## src/rtl/fifo_rd_packer.sv

```systemverilog
// fifo_rd_packer: drains the dual-clock byte FIFO read port and packs
// PACK entries per output word; partial words leave on flush or timeout.
//
// Ports:
//   rd_clk, n_rst        read-domain clock, async active-low reset
//   fifo_empty           FIFO empty flag
//   fifo_rd_en           FIFO pop request (combinational)
//   fifo_dout            FIFO data, valid the cycle after a pop
//   flush                pulse: emit any partial word
//   m_valid/m_ready      output word handshake
//   m_data, m_keep       packed word, lane-valid mask (lane 0 = oldest)
//   busy                 bytes held, pop pending or word waiting
module fifo_rd_packer #(
  parameter int FIFO_WIDTH = 8,
  parameter int PACK       = 4,
  parameter int TIMEOUT    = 16
) (
  input  logic                       rd_clk,
  input  logic                       n_rst,
  input  logic                       fifo_empty,
  output logic                       fifo_rd_en,
  input  logic [FIFO_WIDTH-1:0]      fifo_dout,
  input  logic                       flush,
  output logic                       m_valid,
  input  logic                       m_ready,
  output logic [PACK*FIFO_WIDTH-1:0] m_data,
  output logic [PACK-1:0]            m_keep,
  output logic                       busy
);

  localparam int W  = FIFO_WIDTH;
  localparam int DW = PACK * FIFO_WIDTH;
  localparam int CW = $clog2(PACK);
  localparam int IW =
    (TIMEOUT > 0) ? $clog2(TIMEOUT + 1) : 1;

  localparam logic [CW:0]   SUM_LAST = (CW+1)'(PACK - 1);
  localparam logic [CW-1:0] CNT_LAST = CW'(PACK - 1);
  localparam logic [IW-1:0] IDLE_MAX = IW'(TIMEOUT);

  typedef enum logic {
    FILL,
    FLUSH
  } state_t;

  state_t          r_state;
  state_t          w_state_nxt;

  logic [DW-1:0]   r_acc;
  logic [CW-1:0]   r_cnt;
  logic            r_pend;
  logic [IW-1:0]   r_idle;
  logic            r_m_valid;
  logic [DW-1:0]   r_m_data;
  logic [PACK-1:0] r_m_keep;

  logic            w_slot_free;
  logic [CW:0]     w_sum;
  logic            w_last;
  logic            w_done_now;
  logic            w_flush_req;
  logic            w_pop;
  logic            w_full_ld;
  logic            w_flush_go;
  logic            w_part_ld;
  logic            w_tmo;
  logic [IW-1:0]   w_idle_nxt;
  logic [DW-1:0]   w_cap_word;
  logic [DW-1:0]   w_part_word;
  logic [PACK-1:0] w_part_keep;

  always_comb begin
    w_slot_free = !r_m_valid || m_ready;
    w_sum       = {1'b0, r_cnt} + {{CW{1'b0}}, r_pend};
    w_last      = (r_cnt == CNT_LAST);
    w_done_now  = r_pend && w_last && w_slot_free;
    w_flush_req = (r_state == FLUSH);
    // A pop that lands in the top lane is only issued when the
    // output slot is free now; nothing else can load the slot in
    // between, so the completing capture always finds it empty.
    w_pop = !fifo_empty && !w_flush_req &&
            ((w_sum < SUM_LAST) ||
             ((w_sum == SUM_LAST) && w_slot_free) ||
             w_done_now);
    w_full_ld   = r_pend && w_last;
    w_flush_go  = w_flush_req && !r_pend && w_slot_free;
    w_part_ld   = w_flush_go && (r_cnt != '0);
    w_tmo       = (TIMEOUT > 0) && (r_idle == IDLE_MAX) &&
                  (r_cnt != '0);
  end

  always_comb begin
    w_cap_word = r_acc;
    w_cap_word[int'(r_cnt)*W +: W] = fifo_dout;
    w_part_word = '0;
    w_part_keep = '0;
    for (int i = 0; i < PACK; i++) begin
      if (CW'(i) < r_cnt) begin
        w_part_word[i*W +: W] = r_acc[i*W +: W];
        w_part_keep[i]        = 1'b1;
      end
    end
  end

  always_comb begin
    w_idle_nxt = r_idle;
    if (r_pend || w_flush_go) begin
      w_idle_nxt = '0;
    end else if ((r_cnt != '0) && !w_pop &&
                 (r_idle != IDLE_MAX)) begin
      w_idle_nxt = r_idle + IW'(1);
    end
  end

  always_comb begin
    w_state_nxt = r_state;
    unique case (r_state)
      FILL: begin
        if (flush || w_tmo) begin
          w_state_nxt = FLUSH;
        end
      end
      FLUSH: begin
        if (w_flush_go) begin
          w_state_nxt = FILL;
        end
      end
    endcase
  end

  always_ff @(posedge rd_clk or negedge n_rst) begin
    if (!n_rst) begin
      r_state <= FILL;
    end else begin
      r_state <= w_state_nxt;
    end
  end

  always_ff @(posedge rd_clk or negedge n_rst) begin
    if (!n_rst) begin
      r_acc     <= '0;
      r_cnt     <= '0;
      r_pend    <= 1'b0;
      r_idle    <= '0;
      r_m_valid <= 1'b0;
      r_m_data  <= '0;
      r_m_keep  <= '0;
    end else begin
      r_pend <= w_pop;
      r_idle <= w_idle_nxt;
      if (r_pend) begin
        r_acc <= w_cap_word;
        r_cnt <= w_last ? '0 : r_cnt + CW'(1);
      end else if (w_part_ld) begin
        r_cnt <= '0;
      end
      if (w_full_ld) begin
        r_m_data  <= w_cap_word;
        r_m_keep  <= '1;
        r_m_valid <= 1'b1;
      end else if (w_part_ld) begin
        r_m_data  <= w_part_word;
        r_m_keep  <= w_part_keep;
        r_m_valid <= 1'b1;
      end else if (m_ready) begin
        r_m_valid <= 1'b0;
      end
    end
  end

  assign fifo_rd_en = w_pop;
  assign m_valid    = r_m_valid;
  assign m_data     = r_m_data;
  assign m_keep     = r_m_keep;
  assign busy       = (r_cnt != '0) || r_pend || r_m_valid;

endmodule

```

## config.mk

```make
export PLATFORM = sky130hd
export DESIGN_NAME = fifo_rd_packer
export DESIGN_NICKNAME = d
export VERILOG_FILES = /design/src/rtl/fifo_rd_packer.sv
export SDC_FILE = /design/constraint.sdc
export NUM_CORES = 1
export LEC_CHECK = 0
export CORE_MARGIN = 2
export CORE_UTILIZATION = 39
export DETAILED_ROUTE_END_ITERATION = 7
export PLACE_DENSITY = 0.62
export SETUP_SLACK_MARGIN = 0.15
export SLEW_MARGIN = 10
export SYNTH_ARGS = -nofsm -noshare
export SYNTH_HDL_FRONTEND = slang
export SYNTH_SLANG_ARGS = --single-unit
```

## constraint.sdc

```tcl
create_clock -name rd_clk -period 4.2 [get_ports rd_clk]
set_input_delay 0.84 -clock rd_clk [delete_from_list [all_inputs] [get_ports rd_clk]]
set_output_delay 0.84 -clock rd_clk [all_outputs]
set_load 0.01 [all_outputs]
```

==> metrics.cfg, run 1 <==
[synthesis]
yosys_warnings = 0
synth.area.mux_share = 0.00684
synthAdderAreaFrac = 0.0403
netlist_instances = 267
synth-xor-area-share = 0
syn-num-nets = 290
ys_ff_latch = 70
ys_seq_area_frac = 0.564
yosys.area_share.simple = 0.130
synth_ff_type = dfrtp_1
syn_avg_cell_area_um2 = 11.6
synth_top_family_by_area = compound AO/OA/AOI/OAI gates
async_reset_ff_frac = 1.00
yosysUniqueCellTypes = 45
synth_compound_area_frac = 0.225
synth-edff-count = 0
syn_area_um2 = 3110

[worst_setup_path]
r2r-start = r_cnt[0]$_DFFE_PN0P_
cp.required_ns = 3.36
crit_chain = ha_1 -> nand2_1 -> a221oi_4 -> clkdlybuf4s50_1
crit_path_max_incr_delay_ns = 0.66
startpoint_type = flip-flop
critPathMaxFanout = 12
r2r_setup_slack_ns = 1.62
worst_ep_arrival_time_ns = 2.92
critPathCaptureType = output port
critPathSlowestCell = dfrtp_1
critPathKind = reg2out
rr_worst_depth = 5
r2r_end = m_keep[2]$_DFFE_PN0P_

[power_and_ir_drop]
p_int_mw = 1.69
p_sw_uw = 947
leakage_nw = 1.82
finalPower_mw = 2.64
p_clk_frac = 0.212
swShare = 0.359
power_frac_comb = 0.390
ir_drop_v = 0.000375
power_density_nw_per_um2 = 674
sequentialPowerShare = 0.399

[clock_tree]
cts_tree = yes
ctsHoldBuffers = 0
clk_latency_ns = 0.34
cts_resized = 0
cts-root-buf = clkbuf_8
cts_buffer_depth = 2
clk_pin_slew_worst_paths_ns = 0.08
cts.sinks = 70
htree_levels = 3
cts_buffers = 9
post_cts_buffers = 0

[placed_design]
gp_congestion = 0.769
portBuffers = 51
place_hpwl_mm = 4.73

[grt]
grt_pass1_vias = 2245
grt_first_pass_wirelength_mm = 11.6
antenna_found_initial = 0
grt_overflow = 0
grtUsageTotal = 0.174
grt_max_degree = 48

[drt]
drc = 0
drt_iter0_drc = 137
num_vias = 2255
vias_per_cell = 5.27
dr.pass1.iters = 4
antenna_left = 0
routedWlPerCell_um = 16.0
wl_mm = 6.86

[floorplanning]
initial_core_util = 0.402
io_pins = 52
fp.dieH_um = 93.3
die_w_um = 93.3
rows = 32
die_area_um2 = 8700
coreArea_um2 = 7730

[sta]
max_slew.worst_pin.slew_ns = 0.852
fin_crit_sh = 0.894
setup_viol = 0
clock.fmax_mhz = 266
tns_ns = 0
period_minus_slack_ns = 3.76
rsz0062_at_grt = no
final_max_slew_viol_count = 0
finClkSkew_ns = 0.00518
hold_viol_final = 0
slew_headroom = 0.432

[layout]
syn_to_final_growth_pct = 25.9
layout-drive-gt1-share = 0.0951
nets = 344
diodes = 0
fillers = 688

[worst_hold_path]
worstHoldPathType = in2async

[outcome]
status = finished, final reports clean

[job]
drv_cap = 0

## worst max path at each step
| stage | depth (start not counted) | end | slack, ns | from |
|---|---|---|---|---|
| after floorplan | 4 | fifo_rd_en | 1.73 | r_cnt[0]$_DFFE_PN0P_ |
| final | 4 | fifo_rd_en | 0.44 | r_cnt[0]$_DFFE_PN0P_ |
| after global placement | 4 | fifo_rd_en | 0.85 | fifo_empty |
| after detailed placement | 4 | fifo_rd_en | 0.80 | r_cnt[0]$_DFFE_PN0P_ |
| after global routing | 4 | fifo_rd_en | 0.26 | r_cnt[0]$_DFFE_PN0P_ |
| after CTS | 4 | fifo_rd_en | 0.42 | r_cnt[0]$_DFFE_PN0P_ |
## synth_stat cells (2+ instances only)
cell	number	area, µm²
a21boi_0	2	15.0
a21o_1	9	67.6
a21oi_1	18	90.1
a221o_1	8	80.1
a22o_1	24	210
a22oi_1	8	60.1
buf_1	2	7.51
buf_2	5	25.0
clkbuf_1	2	7.51
dfrtp_1	70	1750
ha_1	10	125
inv_1	12	45.0
nand2_1	19	71.3
nand2b_1	2	12.5
nand3_1	2	10.0
nand4_1	2	12.5
nor2_1	19	71.3
nor2b_1	9	56.3
nor4_4	3	63.8
o21ai_0	3	15.0
o21ai_1	10	50.1
o31ai_1	3	22.5
or3_1	3	18.8
## through the flow
| stage | util | hold WS (ns) | worst slack (ns) | area [µm²] | cells |
|---|---|---|---|---|---|
| after global routing | 0.506 | 0.489 | 0.258 | 3910 | 428 |
| final | 0.506 | 0.464 | 0.444 | 3910 | 428 |
| after global placement | 0.479 | 0.457 | 0.848 | 3700 | 412 |
| after detailed placement | 0.479 | 0.463 | 0.796 | 3700 | 412 |
| after CTS | 0.506 | 0.468 | 0.422 | 3910 | 428 |
| after floorplan | - | 0.450 | 1.73 | 3110 | 267 |
## registers in the layout (all words and copies together) (netlist names)
signal and cells:
r_state 1, m_data 32, r_pend 1, m_keep 4
r_cnt 2, r_idle 5, r_acc 24, m_valid 1
## cells by family after synthesis
kind of cell	after synthesis
AND/OR/NAND/NOR	69
flip-flops	70
buffers and inverters	24
multiplexers	2
adder cells (fa/ha/maj)	10
AO/OA/AOI/OAI	92
## power groups by stage
stage          Combinational (mW)  Sequential, mW  Clock, mW
5_1_grt                      1.15            1.08      0.609
4_1_cts                      1.05            1.05      0.575
3_5_place_dp                 1.04            1.07          0
3_3_place_gp                 1.02            1.06          0
2_1_floorplan               0.637            1.07          0
6_report                     1.03            1.05      0.558
## area by class of cell
cell class | instances | area [µm²] | share of cell area
sequential | 70 | 1750 | 0.448
multi-input combinational | 173 | 1250 | 0.319
timing repair buffer | 54 | 528 | 0.135
clock buffer | 11 | 151 | 0.0387
tap | 102 | 128 | 0.0326
clock inverter | 5 | 57.6 | 0.0147
inverter | 13 | 48.8 | 0.0125
## cells in the final DEF (no fill, tap or decap), types with 2 or more instances in the layout
master / instances
clkbuf_8: 11
a21boi_0: 2
nor2_1: 19
o31ai_1: 3
a21oi_1: 18
or3_1: 3
clkdlybuf4s50_1: 50
nand4_1: 2
nand3_1: 2
buf_4: 3
o21ai_0: 3
o21ai_1: 10
a21o_1: 9
nand2_1: 19
a22o_1: 24
a221o_1: 8
clkinvlp_4: 3
dfrtp_1: 70
inv_1: 12
nand2b_1: 2
nor2b_1: 9
ha_1: 10
a22oi_1: 8
nor4_4: 3
## metal layers
| metal | wire (µm) | up-vias | track usage | share of wire |
|---|---|---|---|---|
| met2 | 3400 | 39 | 0.273 | 0.50 |
| met1 | 3110 | 1122 | 0.237 | 0.45 |
| li1 | - | 1088 | - | - |
| met3 | 273 | 6 | 0.0411 | 0.040 |
| met4 | 73 | 0 | 0.0625 | 0.011 |
| met5 | 0 | - | 0 | 0 |
## critical path, delay by kind of cell (launching register included)
kind                       cells  cell delay, ns
AOI/OAI and AO/OA              1            0.59
and+or+nand+nor                1            0.37
DFF                            1            0.66
buffers and inverters          1            0.62
adders and majority gates      1            0.32
No activity file was read; power rests on OpenSTA's default activity.
==> run 2: changes to the inputs <==
Settings changed: GPL_TIMING_DRIVEN from default to 0, SKIP_CTS_REPAIR_TIMING from default to 1.
==> metrics.cfg, run 2 (synthesis results as in run 1) <==
[outcome]
status = finished, final reports clean

[sta]
max_slew.worst_pin.slew_ns = 0.764  ; -0.0881 ns
rsz0062_at_grt = no
period_minus_slack_ns = 3.62  ; -0.139 ns
hold_viol_final = 0  ; unchanged
worst_slack_ns = 0.583  ; +0.139 ns
finClkSkew_ns = 0.0111  ; +0.00587 ns
tns_ns = 0  ; unchanged
slew_headroom = 0.484  ; +0.0518
fin_crit_sh = 0.861  ; -0.0330
final_max_slew_viol_count = 0  ; unchanged
clock.fmax_mhz = 276  ; +3.8%
setup_viol = 0  ; unchanged

[worst_setup_path]
worst_ep_arrival_time_ns = 2.78  ; -0.14 ns
r2r-start = r_cnt[0]$_DFFE_PN0P_
rr_worst_depth = 7  ; +2
critPathCaptureType = output port
r2r_setup_slack_ns = 1.55  ; -0.07 ns
crit_path_end = fifo_rd_en
r2r_end = m_data[11]$_DFFE_PN0P_
critPathMaxFanout = 11  ; -1
crit_start = r_cnt[0]$_DFFE_PN0P_
critPathKind = reg2out
cp.required_ns = 3.36  ; about the same
startpoint_type = flip-flop

[drt]
routedWlPerCell_um = 16.9  ; +5.2%
wl_mm = 7.37  ; +7.4%
antenna_left = 0  ; unchanged
drc = 0  ; unchanged
num_vias = 2352  ; +4.3%
vias_per_cell = 5.38  ; +2.2%
dr.pass1.iters = 4  ; unchanged
drt_iter0_drc = 137  ; unchanged

[layout]
syn_to_final_growth_pct = 28.9
mostFrequentLayoutCells = 70 x dfrtp_1, 50 x clkdlybuf4s50_1, 24 x a22o_1
instances_no_fill = 437  ; +2.1%
final_common_cell = dfrtp_1
diodes = 0  ; unchanged
nets = 353  ; +2.6%
layout-drive-gt1-share = 0.107  ; +0.0124
fillers = 697  ; +1.3%
largest_reg_flops = 32  ; unchanged

[floorplanning]
initial_core_util = 0.402  ; unchanged
coreArea_um2 = 7730  ; unchanged
fp.dieH_um = 93.3  ; unchanged
io_pins = 52  ; unchanged
die_area_um2 = 8700  ; unchanged
rows = 32  ; unchanged
die_w_um = 93.3  ; unchanged

[clock_tree]
clk_latency_ns = 0.35  ; about the same
cts_buffers = 9  ; unchanged
cts.sinks = 70  ; unchanged
clk_pin_slew_worst_paths_ns = 0.09  ; about the same
cts_buffer_depth = 2  ; unchanged
cts_tree = yes
cts-root-buf = clkbuf_8
htree_levels = 3  ; unchanged

[grt]
grt_max_degree = 40  ; -17%
antenna_found_initial = 0  ; unchanged
grt_first_pass_wirelength_mm = 12.4  ; +6.8%
grt_pass1_vias = 2339  ; +4.2%
grtUsageTotal = 0.188  ; +0.0132
grt_overflow = 0  ; unchanged

[placed_design]
dp_cells = 421  ; +2.2%
dp_slack_ns = 0.810  ; +0.0145 ns
portBuffers = 51  ; unchanged
gp_congestion = 0.755  ; -1.8%
place_hpwl_mm = 5.00  ; +5.6%

[power_and_ir_drop]
swShare = 0.356  ; -0.00324
power_density_nw_per_um2 = 694  ; +3.0%
leakage_nw = 1.88  ; +2.9%
power_frac_comb = 0.382  ; -0.008
ir_drop_v = 0.000373  ; -0.63%
finalPower_mw = 2.78  ; +5.5%
sequentialPowerShare = 0.380  ; -0.019
p_clk_frac = 0.238  ; +0.026
p_sw_uw = 989  ; +4.5%
p_int_mw = 1.79  ; +6.0%

[worst_hold_path]
worstHoldPathType = in2async

[job]
drv_cap = 0  ; unchanged

-- run 2: changes by cell type in the layout (fill, tap and decap cells not counted), sizes merged --
cell / before / now
buf: 4 / 11
bufinv: 1 / 3
clkinvlp: 3 / 1
inv: 13 / 15
-- run 2: worst max-delay path, cell delays in order, from the launching register on --
cell and delay (ns):
dfrtp_1 0.68, ha_1 0.25, ha_1 0.22, a21o_1 0.18
a221oi_4 0.46, clkdlybuf4s50_1 0.63
-- run 2: worst min path at each step --
| stage | end | slack [ns] |
|---|---|---|
| floorplan | m_data[0]$_DFFE_PN0P_ | 0.45 |
| global placement | m_data[7]$_DFFE_PN0P_ | 0.46 |
| detailed placement | m_keep[3]$_DFFE_PN0P_ | 0.47 |
| CTS | m_data[13]$_DFFE_PN0P_ | 0.43 |
| global route | m_data[31]$_DFFE_PN0P_ | 0.43 |
| finish | m_data[31]$_DFFE_PN0P_ | 0.42 |
-- run 2: cell type report --
cell class / instances / area (µm²) / area share
flip-flops and latches: 70 / 1750 / 0.437
multi-input cells: 173 / 1250 / 0.312
repair buffers: 52 / 528 / 0.132
well taps: 102 / 128 / 0.0318
clock buffers: 9 / 124 / 0.0309
clock inverters: 7 / 120 / 0.0300
plain buffers: 11 / 58.8 / 0.0147
inverters: 13 / 48.8 / 0.0122
-- run 2: power groups by stage --
| stage | logic, mW | clock network, mW | registers [mW] |
|---|---|---|---|
| after floorplan | 0.637 | 0 | 1.07 |
| after global placement | 1.05 | 0 | 1.06 |
| after detailed placement | 1.07 | 0 | 1.07 |
| after CTS | 1.07 | 0.679 | 1.06 |
| after global routing | 1.18 | 0.709 | 1.09 |
| final | 1.06 | 0.662 | 1.06 |
-- run 2: metal layers --
metal | up-vias | track usage | wire length [µm]
li1 | 1108 | - | -
met1 | 1184 | 0.258 | 3310
met2 | 55 | 0.291 | 3670
met3 | 5 | 0.0508 | 335
met4 | 0 | 0.0551 | 54
met5 | - | 0 | 0
-- run 2: per-stage QoR --
stage	cell area, µm²	util	hold WS [ns]
5_1_grt	4010	0.519	0.433
4_1_cts	4010	0.519	0.427
3_5_place_dp	3760	0.487	0.470
2_1_floorplan	3110	-	0.450
6_report	4010	0.519	0.417
3_3_place_gp	3750	0.485	0.462
==> run 3: changes to the inputs <==
Settings changed: GPL_ROUTABILITY_DRIVEN from default to 0, MAX_ROUTING_LAYER from default to met4.
==> metrics.cfg, run 3 (synthesis results as in run 1) <==
[outcome]
status = finished, final reports clean

[layout]
multiInputGateArea_um2 = 1250  ; unchanged
nets = 353  ; unchanged
seq_area_um2 = 1750  ; unchanged
largest_reg_flops = 32  ; unchanged
layout-drive-gt1-share = 0.107  ; unchanged
mostFrequentLayoutCells = 70 x dfrtp_1, 50 x clkdlybuf4s50_1, 24 x a22o_1
syn_to_final_growth_pct = 28.9  ; unchanged
instances_no_fill = 437  ; unchanged
diodes = 0  ; unchanged
utilization = 0.519  ; unchanged
fillers = 697  ; unchanged
finalInstanceArea_um2 = 4010  ; unchanged
final_common_cell = dfrtp_1

[clock_tree]
cts.sinks = 70  ; unchanged
htree_levels = 3  ; unchanged
clk_latency_ns = 0.35  ; about the same
cts_tree = yes
cts-root-buf = clkbuf_8
cts_buffer_depth = 2  ; unchanged
clk_pin_slew_worst_paths_ns = 0.09  ; about the same
cts_buffers = 9  ; unchanged

[power_and_ir_drop]
power_frac_comb = 0.382  ; about the same
sequentialPowerShare = 0.380  ; about the same
p_int_mw = 1.79  ; about the same
p_clk_frac = 0.238  ; about the same
swShare = 0.356  ; +0.000589
leakage_nw = 1.88  ; unchanged
p_sw_uw = 992  ; +0.25%
ir_drop_v = 0.000372  ; about the same
power_density_nw_per_um2 = 695  ; about the same

[sta]
period_minus_slack_ns = 3.63  ; +0.0126 ns
hold_viol_final = 0  ; unchanged
hold_ws_ns = 0.414  ; -0.00335 ns
clock.fmax_mhz = 275  ; -0.35%
tns_ns = 0  ; unchanged
finClkSkew_ns = 0.0123  ; +0.00129 ns
slew_headroom = 0.484  ; about the same
setup_viol = 0  ; unchanged
fin_crit_sh = 0.864  ; +0.00300
max_slew.worst_pin.slew_ns = 0.763  ; -0.000625 ns
final_max_slew_viol_count = 0  ; unchanged
rsz0062_at_grt = no

[drt]
dr.pass1.iters = 4  ; unchanged
drc = 0  ; unchanged
routedWlPerCell_um = 16.9  ; +0.22%
drt_iter0_drc = 139  ; +1.5%
num_vias = 2349  ; -0.13%
antenna_left = 0  ; unchanged
vias_per_cell = 5.38  ; -0.13%
wl_mm = 7.38  ; +0.22%

[placed_design]
dpl_cell_area_um2 = 3760  ; unchanged
portBuffers = 51  ; unchanged
dp_cells = 421  ; unchanged
place_hpwl_mm = 5.00  ; unchanged

[worst_setup_path]
path_common_cell = ha_1
startpoint_type = flip-flop
rr_worst_depth = 7  ; unchanged
r2r_end = m_data[11]$_DFFE_PN0P_
critPathKind = reg2out
worst_ep_arrival_time_ns = 2.79  ; about the same
crit_chain = ha_1 -> ha_1 -> a21o_1 -> a221oi_4 -> clkdlybuf4s50_1
critPathSlowestCell = dfrtp_1
crit_path_max_incr_delay_ns = 0.69  ; about the same
cp.required_ns = 3.36  ; about the same
r2r_setup_slack_ns = 1.55  ; about the same
critPathMaxFanout = 11  ; unchanged
critPathCaptureType = output port
r2r-start = r_cnt[0]$_DFFE_PN0P_

[floorplanning]
coreArea_um2 = 7730  ; unchanged
die_area_um2 = 8700  ; unchanged
rows = 32  ; unchanged
fp.dieH_um = 93.3  ; unchanged
initial_core_util = 0.402  ; unchanged
die_w_um = 93.3  ; unchanged
io_pins = 52  ; unchanged

[worst_hold_path]
worstHoldPathType = in2async

[grt]
grt_first_pass_wirelength_mm = 12.4  ; +0.17%
grtUsageTotal = 0.193  ; +0.00538
grt_max_degree = 40  ; unchanged
grt_overflow = 0  ; unchanged
grt_pass1_vias = 2338  ; -0.043%
antenna_found_initial = 0  ; unchanged

[job]
drv_cap = 0  ; unchanged

[run 3: critical path, delay by kind of cell (launching register included)]
kind                       cells  cell delay [ns]
buffers and inverters          1             0.63
AOI/OAI and AO/OA              2             0.65
DFF                            1             0.69
adders and majority gates      2             0.47
[run 3: power by group through the flow]
stage | combinational, mW | clock [mW] | sequential, mW
3_5_place_dp | 1.07 | 0 | 1.07
2_1_floorplan | 0.637 | 0 | 1.07
4_1_cts | 1.07 | 0.679 | 1.06
6_report | 1.06 | 0.664 | 1.06
5_1_grt | 1.18 | 0.709 | 1.09
3_3_place_gp | 1.05 | 0 | 1.06
[run 3: final cells by class]
class                   count  area share
clock buffers               9      0.0309
clock inverters             7      0.0300
well taps                 102      0.0318
multi-input cells         173       0.312
flip-flops and latches     70       0.437
plain buffers              11      0.0147
repair buffers             52       0.132
inverters                  13      0.0122
[run 3: metrics by stage]
stage / setup slack [ns] / power (mW)
after floorplan: 1.73 / 1.71
after global placement: -0.214 / 2.11
after detailed placement: 0.810 / 2.14
after CTS: 0.563 / 2.81
after global routing: 0.423 / 2.98
final: 0.570 / 2.78
[run 3: how the worst max path moves through the flow]
stage | slack [ns] | to | cells past startpoint | from
floorplan | 1.73 | fifo_rd_en | 4 | r_cnt[0]$_DFFE_PN0P_
global placement | -0.21 | m_data[19]$_DFFE_PN0P_ | 1 | n_rst
detailed placement | 0.81 | fifo_rd_en | 4 | fifo_empty
CTS | 0.56 | fifo_rd_en | 5 | r_cnt[0]$_DFFE_PN0P_
global route | 0.42 | fifo_rd_en | 5 | r_cnt[0]$_DFFE_PN0P_
finish | 0.57 | fifo_rd_en | 5 | r_cnt[0]$_DFFE_PN0P_
[run 3: metal layers]
layer,GRT usage,part of all wire
met5,-,0
met4,0.0478,0.014
met3,0.0556,0.041
met2,0.291,0.49
met1,0.259,0.45
